==> config.mk <==
export PLATFORM = sky130hd
export DESIGN_NAME = uart_cmd_ctrl_flat
export DESIGN_NICKNAME = d
export VERILOG_FILES = /design/src/rtl/uart_cmd_ctrl_pkg.sv /design/src/rtl/uart_cmd_ctrl_if.sv /design/src/rtl/uart_cmd_ctrl_cmd_payload_buf.sv /design/src/rtl/uart_cmd_ctrl.sv /design/src/flat_wrapper.sv
export SDC_FILE = /design/constraint.sdc
export NUM_CORES = 1
export LEC_CHECK = 0
export CAP_MARGIN = 20
export CORE_ASPECT_RATIO = 0.8
export CORE_MARGIN = 2
export CORE_UTILIZATION = 55
export CTS_BUF_LIST = sky130_fd_sc_hd__clkbuf_8
export DETAILED_ROUTE_END_ITERATION = 10
export GPL_ROUTABILITY_DRIVEN = 0
export MAX_ROUTING_LAYER = met4
export PLACE_DENSITY = 0.74
export SLEW_MARGIN = 15
export SYNTH_ARGS = -nofsm -noshare
export SYNTH_HDL_FRONTEND = slang
export SYNTH_SLANG_ARGS = --single-unit
==> constraint.sdc <==
create_clock -name i_clk -period 4.8 [get_ports i_clk]
set_clock_uncertainty 0.05 [all_clocks]
set_input_delay 0.72 -clock i_clk [delete_from_list [all_inputs] [get_ports i_clk]]
set_output_delay 0.72 -clock i_clk [all_outputs]
set_load 0.1 [all_outputs]
==> src/rtl/uart_cmd_ctrl_pkg.sv <==
// uart_cmd_ctrl_pkg
//   Shared definitions for the UART debug command sequencer and the debug
//   core it feeds: FSM state encoding, frame marker default, opcode values
//   carried in the OP byte, and the error codes the sequencer reports.
package uart_cmd_ctrl_pkg;

  typedef enum logic [2:0] {
    ST_HUNT    = 3'd0,
    ST_OP      = 3'd1,
    ST_LEN     = 3'd2,
    ST_PAYLOAD = 3'd3,
    ST_CSUM    = 3'd4,
    ST_ISSUE   = 3'd5
  } state_t;

  localparam logic [7:0] SYNC_BYTE_DEF = 8'hA5;

  // Opcodes understood by the debug/programming engine.
  localparam logic [7:0] OPC_NOP       = 8'h00;
  localparam logic [7:0] OPC_READ_MEM  = 8'h10;
  localparam logic [7:0] OPC_WRITE_MEM = 8'h11;
  localparam logic [7:0] OPC_READ_REG  = 8'h20;
  localparam logic [7:0] OPC_WRITE_REG = 8'h21;
  localparam logic [7:0] OPC_HALT      = 8'h30;
  localparam logic [7:0] OPC_RUN       = 8'h31;
  localparam logic [7:0] OPC_STEP      = 8'h32;
  localparam logic [7:0] OPC_PROG      = 8'h40;

  typedef enum logic [1:0] {
    ERR_NONE    = 2'd0,
    ERR_CSUM    = 2'd1,
    ERR_LEN     = 2'd2,
    ERR_TIMEOUT = 2'd3
  } err_t;

  // 8-bit wrap-around checksum accumulate.
  function automatic logic [7:0] csum_add(input logic [7:0] acc, input logic [7:0] b);
    return acc + b;
  endfunction

endpackage

==> src/rtl/uart_cmd_ctrl_if.sv <==
// uart_cmd_ctrl_if
//   Bundles the receiver byte handshake, the command valid/ready channel,
//   the payload read port and the error pulses. Names are from the
//   sequencer's point of view (i_ = into the sequencer, o_ = out of it).
//   slave  : the sequencer side
//   master : the environment side (UART receiver + debug core)
interface uart_cmd_ctrl_if #(
  parameter int MAX_LEN = 16
);
  localparam int LW = $clog2(MAX_LEN + 1);
  localparam int AW = $clog2(MAX_LEN);

  logic [7:0]    i_rx_data;
  logic          i_rx_rdy;
  logic          o_rx_ack;
  logic          o_cmd_valid;
  logic          i_cmd_ready;
  logic [7:0]    o_cmd_op;
  logic [LW-1:0] o_cmd_len;
  logic [AW-1:0] i_pl_addr;
  logic [7:0]    o_pl_data;
  logic          o_err_csum;
  logic          o_err_len;
  logic          o_err_timeout;

  modport slave (
    input  i_rx_data, i_rx_rdy, i_cmd_ready, i_pl_addr,
    output o_rx_ack, o_cmd_valid, o_cmd_op, o_cmd_len, o_pl_data,
           o_err_csum, o_err_len, o_err_timeout
  );

  modport master (
    output i_rx_data, i_rx_rdy, i_cmd_ready, i_pl_addr,
    input  o_rx_ack, o_cmd_valid, o_cmd_op, o_cmd_len, o_pl_data,
           o_err_csum, o_err_len, o_err_timeout
  );
endinterface

==> src/rtl/uart_cmd_ctrl_cmd_payload_buf.sv <==
// cmd_payload_buf
//   DEPTH x 8 register file holding the payload of the frame being
//   assembled. One synchronous write port, one combinational read port.
//   Contents are deliberately not reset.
//   i_clk            clock
//   i_we/i_waddr/i_wdata  write port
//   i_raddr/o_rdata       combinational read port
module cmd_payload_buf #(
  parameter int DEPTH = 16,
  parameter int AW    = $clog2(DEPTH)
) (
  input  logic          i_clk,
  input  logic          i_we,
  input  logic [AW-1:0] i_waddr,
  input  logic [7:0]    i_wdata,
  input  logic [AW-1:0] i_raddr,
  output logic [7:0]    o_rdata
);
  logic [DEPTH-1:0][7:0] r_mem;

  always_ff @(posedge i_clk) begin
    if (i_we) r_mem[i_waddr] <= i_wdata;
  end

  assign o_rdata = r_mem[i_raddr];
endmodule

==> src/rtl/uart_cmd_ctrl.sv <==
// uart_cmd_ctrl
//   Drains the UART receiver byte stream and assembles framed debug
//   commands: SYNC, OP, LEN, PAYLOAD[LEN], CSUM. A frame whose 8-bit sum
//   over OP..CSUM is zero is held on the command channel until the debug
//   core takes it; during that time no bytes are acked, so the receiver
//   holds off. Oversize LEN, bad checksum and inter-byte stalls abandon
//   the frame with a one-cycle error pulse.
//   i_clk, i_rst_n  clock, async active-low reset
//   bus (slave)     rx handshake, command channel, payload read, errors
module uart_cmd_ctrl
  import uart_cmd_ctrl_pkg::*;
#(
  parameter int         MAX_LEN        = 16,
  parameter int         TIMEOUT_CYCLES = 21700,
  parameter logic [7:0] SYNC_BYTE      = SYNC_BYTE_DEF
) (
  input  logic             i_clk,
  input  logic             i_rst_n,
  uart_cmd_ctrl_if.slave   bus
);
  localparam int LW = $clog2(MAX_LEN + 1);
  localparam int AW = $clog2(MAX_LEN);
  localparam int TW = $clog2(TIMEOUT_CYCLES);

  state_t        r_state, w_state_nxt;
  logic [7:0]    r_op, w_op_nxt;
  logic [7:0]    r_csum, w_csum_nxt;
  logic [LW-1:0] r_len, w_len_nxt;
  logic [LW-1:0] r_idx, w_idx_nxt;
  logic [TW-1:0] r_tmo, w_tmo_nxt;
  err_t          r_err, w_err_nxt;

  logic w_ack, w_consume, w_counting, w_tmo_hit, w_wr_en;
  logic [7:0] w_csum_sum;

  // Ack is held low during reset even though the state already reads HUNT.
  assign w_ack      = i_rst_n && bus.i_rx_rdy && (r_state != ST_ISSUE);
  assign w_consume  = w_ack;
  assign w_counting = (r_state == ST_OP) || (r_state == ST_LEN) ||
                      (r_state == ST_PAYLOAD) || (r_state == ST_CSUM);
  // A consume on the terminal count cycle keeps the frame alive.
  assign w_tmo_hit  = w_counting && !w_consume &&
                      (r_tmo == TW'(TIMEOUT_CYCLES - 1));
  assign w_csum_sum = csum_add(r_csum, bus.i_rx_data);

  always_ff @(posedge i_clk or negedge i_rst_n) begin
    if (!i_rst_n) begin
      r_state <= ST_HUNT;
      r_op    <= '0;
      r_csum  <= '0;
      r_len   <= '0;
      r_idx   <= '0;
      r_tmo   <= '0;
      r_err   <= ERR_NONE;
    end else begin
      r_state <= w_state_nxt;
      r_op    <= w_op_nxt;
      r_csum  <= w_csum_nxt;
      r_len   <= w_len_nxt;
      r_idx   <= w_idx_nxt;
      r_tmo   <= w_tmo_nxt;
      r_err   <= w_err_nxt;
    end
  end

  always_comb begin
    w_state_nxt = r_state;
    w_op_nxt    = r_op;
    w_csum_nxt  = r_csum;
    w_len_nxt   = r_len;
    w_idx_nxt   = r_idx;
    w_err_nxt   = ERR_NONE;
    w_wr_en     = 1'b0;
    w_tmo_nxt   = (w_counting && !w_consume) ? r_tmo + TW'(1) : '0;

    case (r_state)
      ST_HUNT: begin
        if (w_consume && bus.i_rx_data == SYNC_BYTE) w_state_nxt = ST_OP;
      end
      ST_OP: begin
        if (w_consume) begin
          w_op_nxt    = bus.i_rx_data;
          w_csum_nxt  = bus.i_rx_data;
          w_state_nxt = ST_LEN;
        end
      end
      ST_LEN: begin
        if (w_consume) begin
          if (bus.i_rx_data > 8'(MAX_LEN)) begin
            w_err_nxt   = ERR_LEN;
            w_state_nxt = ST_HUNT;
          end else begin
            w_len_nxt   = LW'(bus.i_rx_data);
            w_csum_nxt  = w_csum_sum;
            w_idx_nxt   = '0;
            w_state_nxt = (bus.i_rx_data == 8'd0) ? ST_CSUM : ST_PAYLOAD;
          end
        end
      end
      ST_PAYLOAD: begin
        if (w_consume) begin
          w_wr_en    = 1'b1;
          w_csum_nxt = w_csum_sum;
          w_idx_nxt  = r_idx + LW'(1);
          if (r_idx == r_len - LW'(1)) w_state_nxt = ST_CSUM;
        end
      end
      ST_CSUM: begin
        if (w_consume) begin
          if (w_csum_sum == 8'd0) begin
            w_state_nxt = ST_ISSUE;
          end else begin
            w_err_nxt   = ERR_CSUM;
            w_state_nxt = ST_HUNT;
          end
        end
      end
      ST_ISSUE: begin
        if (bus.i_cmd_ready) w_state_nxt = ST_HUNT;
      end
      default: w_state_nxt = ST_HUNT;
    endcase

    if (w_tmo_hit) begin
      w_state_nxt = ST_HUNT;
      w_err_nxt   = ERR_TIMEOUT;
      w_tmo_nxt   = '0;
    end
  end

  cmd_payload_buf #(.DEPTH(MAX_LEN), .AW(AW)) u_buf (
    .i_clk   (i_clk),
    .i_we    (w_wr_en),
    .i_waddr (r_idx[AW-1:0]),
    .i_wdata (bus.i_rx_data),
    .i_raddr (bus.i_pl_addr),
    .o_rdata (bus.o_pl_data)
  );

  assign bus.o_rx_ack      = w_ack;
  assign bus.o_cmd_valid   = (r_state == ST_ISSUE);
  assign bus.o_cmd_op      = r_op;
  assign bus.o_cmd_len     = r_len;
  assign bus.o_err_csum    = (r_err == ERR_CSUM);
  assign bus.o_err_len     = (r_err == ERR_LEN);
  assign bus.o_err_timeout = (r_err == ERR_TIMEOUT);
endmodule

==> src/flat_wrapper.sv <==
// flat-port wrapper written by rule: the top's interface ports become plain ports
module uart_cmd_ctrl_flat import uart_cmd_ctrl_pkg::*;
#(
  parameter int         MAX_LEN        = 16,
  parameter int         TIMEOUT_CYCLES = 21700,
  parameter logic [7:0] SYNC_BYTE      = SYNC_BYTE_DEF
)
  (i_clk, i_rst_n, bus_i_rx_data, bus_i_rx_rdy, bus_i_cmd_ready, bus_i_pl_addr, bus_o_rx_ack, bus_o_cmd_valid, bus_o_cmd_op, bus_o_cmd_len, bus_o_pl_data, bus_o_err_csum, bus_o_err_len, bus_o_err_timeout);
  uart_cmd_ctrl_if #(.MAX_LEN(MAX_LEN)) bus_i ();
  input  logic i_clk;
  input  logic i_rst_n;
  input wire logic [$bits(bus_i.i_rx_data)-1:0] bus_i_rx_data;
  input wire logic [$bits(bus_i.i_rx_rdy)-1:0] bus_i_rx_rdy;
  input wire logic [$bits(bus_i.i_cmd_ready)-1:0] bus_i_cmd_ready;
  input wire logic [$bits(bus_i.i_pl_addr)-1:0] bus_i_pl_addr;
  output wire logic [$bits(bus_i.o_rx_ack)-1:0] bus_o_rx_ack;
  output wire logic [$bits(bus_i.o_cmd_valid)-1:0] bus_o_cmd_valid;
  output wire logic [$bits(bus_i.o_cmd_op)-1:0] bus_o_cmd_op;
  output wire logic [$bits(bus_i.o_cmd_len)-1:0] bus_o_cmd_len;
  output wire logic [$bits(bus_i.o_pl_data)-1:0] bus_o_pl_data;
  output wire logic [$bits(bus_i.o_err_csum)-1:0] bus_o_err_csum;
  output wire logic [$bits(bus_i.o_err_len)-1:0] bus_o_err_len;
  output wire logic [$bits(bus_i.o_err_timeout)-1:0] bus_o_err_timeout;
  assign bus_i.i_rx_data = bus_i_rx_data;
  assign bus_i.i_rx_rdy = bus_i_rx_rdy;
  assign bus_i.i_cmd_ready = bus_i_cmd_ready;
  assign bus_i.i_pl_addr = bus_i_pl_addr;
  assign bus_o_rx_ack = bus_i.o_rx_ack;
  assign bus_o_cmd_valid = bus_i.o_cmd_valid;
  assign bus_o_cmd_op = bus_i.o_cmd_op;
  assign bus_o_cmd_len = bus_i.o_cmd_len;
  assign bus_o_pl_data = bus_i.o_pl_data;
  assign bus_o_err_csum = bus_i.o_err_csum;
  assign bus_o_err_len = bus_i.o_err_len;
  assign bus_o_err_timeout = bus_i.o_err_timeout;
  uart_cmd_ctrl #(.MAX_LEN(MAX_LEN), .TIMEOUT_CYCLES(TIMEOUT_CYCLES), .SYNC_BYTE(SYNC_BYTE)) u_core (.i_clk(i_clk), .i_rst_n(i_rst_n), .bus(bus_i));
endmodule
==> impl_metrics.yaml <==
run_status:
  outcome: "completed"
synthesis:
  synthesis.nets: 521
  synth-seq-cells: 174
  synth_ff_type: "edfxtp_1"
  yosys.cell_types.count: 52
  synth_edf_count: 128
  synth-warning-count: 0
  synth-seq-area-share: 0.655
  ys_top_cells_by_area: "edfxtp_1 50%, dfrtp_1 15%, mux4_2 12%"
  synthCells: 491
  avgSynthCellArea_um2: 15.5
  ys_async_sr_fraction: 0.264
  synth_top_cell_area_share: 0.504
  synth.largest_area_cell: "edfxtp_1"
  synth.cell_area_um2: 7630
global_route:
  grt_pass1_vias: 4315
  overflow: 0
  antenna_found_initial: 0
  grt_use_total: 0.240
  grt_max_degree: 50
  grt_pass1_wl_mm: 24.6
timing:
  rsz0062_at_grt: "false"
  finalCritPeriodShare: 0.762
  setup_viol: 0
  tightest_slew_ns: 0.993
  slew_viol_final: 0
  setup_tns_ns: 0
  relSlewSlack: 0.336
  hold_violations: 0
  layout_setup_ws_ns: 1.14
  fin_crit_ns: 3.66
  fmax_mhz: 273
critical_path:
  critPathLaunchType: "primary input"
  startpoint: "bus_i_pl_addr[0]"
  r2r_slack_ns: 1.98
  path_class: "in2out"
  required_ns: 4.03
  reg2reg_from: "u_core.r_state[1]$_DFFE_PN0P_"
  crit_fanout: 23
  crit_path_end_kind: "primary output"
  critPathArrivalTime_ns: 2.89
power_and_ir_drop:
  pwr-share-comb: 0.312
  switching_share: 0.383
  powerDensity_nw_per_um2: 486
  clock_power_share: 0.234
  ir_worst_vdd_v: 0.000528
  leakagePower_uw: 0.00301
  internal_power_uw: 2590
  switching_power_uw: 1600
  power_frac_seq: 0.454
finish:
  postLayoutCoreUtil: 0.636
  regArea_um2: 4990
  finalNonFillerCells: 736
  antennaDiodeCount: 0
  multi_input_area_um2: 2520
  final_area_um2: 8620
  syn_to_final_growth_pct: 13.1
  drive_gt1_frac: 0.198
  fin_nets: 573
  fillerInstances: 951
flow_run:
  max_cap_violations: 0
clock_network:
  cts_tree: "built"
  hold_buffers: 0
  post-cts-setup-buffer-count: 0
  cts_buffer_depth: 2
  clkSlewWorstSetupHoldPaths_ns: 0.09
  numCtsBuffers: 17
  clockRootBuffer: "clkbuf_8"
  htree_levels: 4
  cts_resized: 0
  clk_latency_ns: 0.46
  clkSinkCount: 174
floorplanning:
  dieHeight_um: 109
  num_rows: 38
  coreArea_um2: 13600
  num_io_pins: 42
  dieArea_um2: 14800
  initial_core_util: 0.563
  fp.dieW_um: 136
detailed_routing:
  drtAntennaViolNets: 0
  drt_iter0_drc: 469
  routed_wl_mm: 15.8
  drc_errors: 0
  drt_first_pass_iters: 4
  wl_per_cell_um: 21.5
  num_vias: 4373
  detail_route.vias_per_cell: 5.94
placement:
  pre_cts_ws_ns: 0.956
  portBuffers: 41
  dp.cells: 704
  dp_hpwl_mm: 10.4
  place_area_um2: 8230
min_path:
  hold_path.class: "in2async"
==> per-stage QoR <==
stage | total power [uW] | hold WS (ns)
floorplan | 2900 | 0.374
global placement | 3180 | 0.412
detailed placement | 3230 | 0.421
CTS | 4200 | 0.374
global route | 4390 | 0.414
finish | 4190 | 0.381
==> critical path, stage by stage <==
cell	delay, ns
buf_2	0.61
buf_4	0.30
mux4_2	0.51
mux4_2	0.47
buf_4	0.25
==> power groups by stage <==
stage,Clock (uW),Combinational [uW],Sequential [uW]
after CTS,1000,1300,1900
after global routing,1060,1410,1920
final,981,1310,1900
after global placement,0,1260,1920
after detailed placement,0,1300,1930
after floorplan,0,712,2180
==> synthesized netlist by cell type (2+ instances only) <==
| cell | instances |
|---|---|
| mux4_2 | 40 |
| mux2_2 | 10 |
| or3_1 | 5 |
| nand2b_1 | 2 |
| o211ai_1 | 2 |
| nand2_1 | 33 |
| inv_1 | 10 |
| clkbuf_1 | 12 |
| xor2_1 | 18 |
| a211oi_1 | 2 |
| xnor2_1 | 10 |
| o22ai_1 | 2 |
| nand3b_1 | 2 |
| a21oi_1 | 13 |
| and2_1 | 20 |
| a31oi_1 | 6 |
| dfrtp_1 | 46 |
| buf_1 | 2 |
| o21ai_0 | 20 |
| nor2_1 | 34 |
| buf_2 | 4 |
| nand4_1 | 4 |
| and3_1 | 2 |
| nor3_1 | 9 |
| edfxtp_1 | 128 |
| nor2b_1 | 3 |
| nand3_1 | 10 |
| ha_1 | 13 |
| nor4_1 | 3 |
| nor3b_1 | 4 |
==> flip-flops by register name, indices dropped and copies added (netlist names) <==
| name | cells |
|---|---|
| u_core.r_err | 2 |
| u_core.r_state | 3 |
| u_core.u_buf.r_mem | 128 |
| u_core.r_csum | 8 |
| u_core.bus.o_cmd_op | 8 |
| u_core.r_idx | 5 |
| u_core.bus.o_cmd_len | 5 |
| u_core.r_tmo | 15 |
==> logic make-up (layout without fill, tap and decap cells) <==
kind of cell / count (synthesis) / count (layout) / share of synthesized area
AND/OR/NAND/NOR: 137 / 137 / 0.0917
adder cells (fa/ha/maj): 14 / 14 / 0.0240
flip-flops: 174 / 174 / 0.655
buffers and inverters: 29 / 94 / 0.0151
AO/OA/AOI/OAI: 58 / 58 / 0.0479
XOR/XNOR: 28 / 28 / 0.0322
multiplexers: 51 / 51 / 0.134
==> routing by layer <==
metal / GRT usage / up-vias / wire [um]
li1: - / 1982 / -
met1: 0.367 / 2204 / 7550
met5: - / - / 0
met2: 0.321 / 168 / 7000
met3: 0.0503 / 19 / 1070
met4: 0.0848 / 0 / 212
==> final timing paths <==
check / endpoint / cells past startpoint
worst min-delay path: u_core.r_tmo[14]$_DFF_PN0_ / 2
worst max-delay path: bus_o_pl_data[4] / 5
max in group asynchronous: u_core.bus.o_cmd_op[5]$_DFFE_PN0P_ / 2
min in group i_clk: u_core.r_tmo[0]$_DFF_PN0_ / 1
worst max register to register: u_core.u_buf.r_mem[45]$_DFFE_PP_ / 5
worst min register to register: u_core.r_tmo[0]$_DFF_PN0_ / 1
==> cell type report <==
cell class,instances,area share
sequential,174,0.579
multi-input combinational,288,0.292
clock buffer,17,0.0271
tap,180,0.0261
timing repair buffer,52,0.0534
inverter,10,0.00435
clock inverter,15,0.0180
==> layout by cell type (no fill, tap or decap), drive strengths merged, types with 3 or more instances in the layout <==
cell           count
a21oi             14
a31oi              6
and2              20
buf               22
clkbuf            17
clkdlybuf4s50     30
clkinv             5
clkinvlp           4
dfrtp             46
edfxtp           128
ha                13
inv               15
mux2              10
mux4              40
nand2             33
nand3             10
nand4              4
nor2              34
nor2b              3
nor3              10
nor3b              4
nor4               3
o21ai             20
or3                5
xnor2             10
xor2              18
No activity file was read; power rests on OpenSTA's default activity.
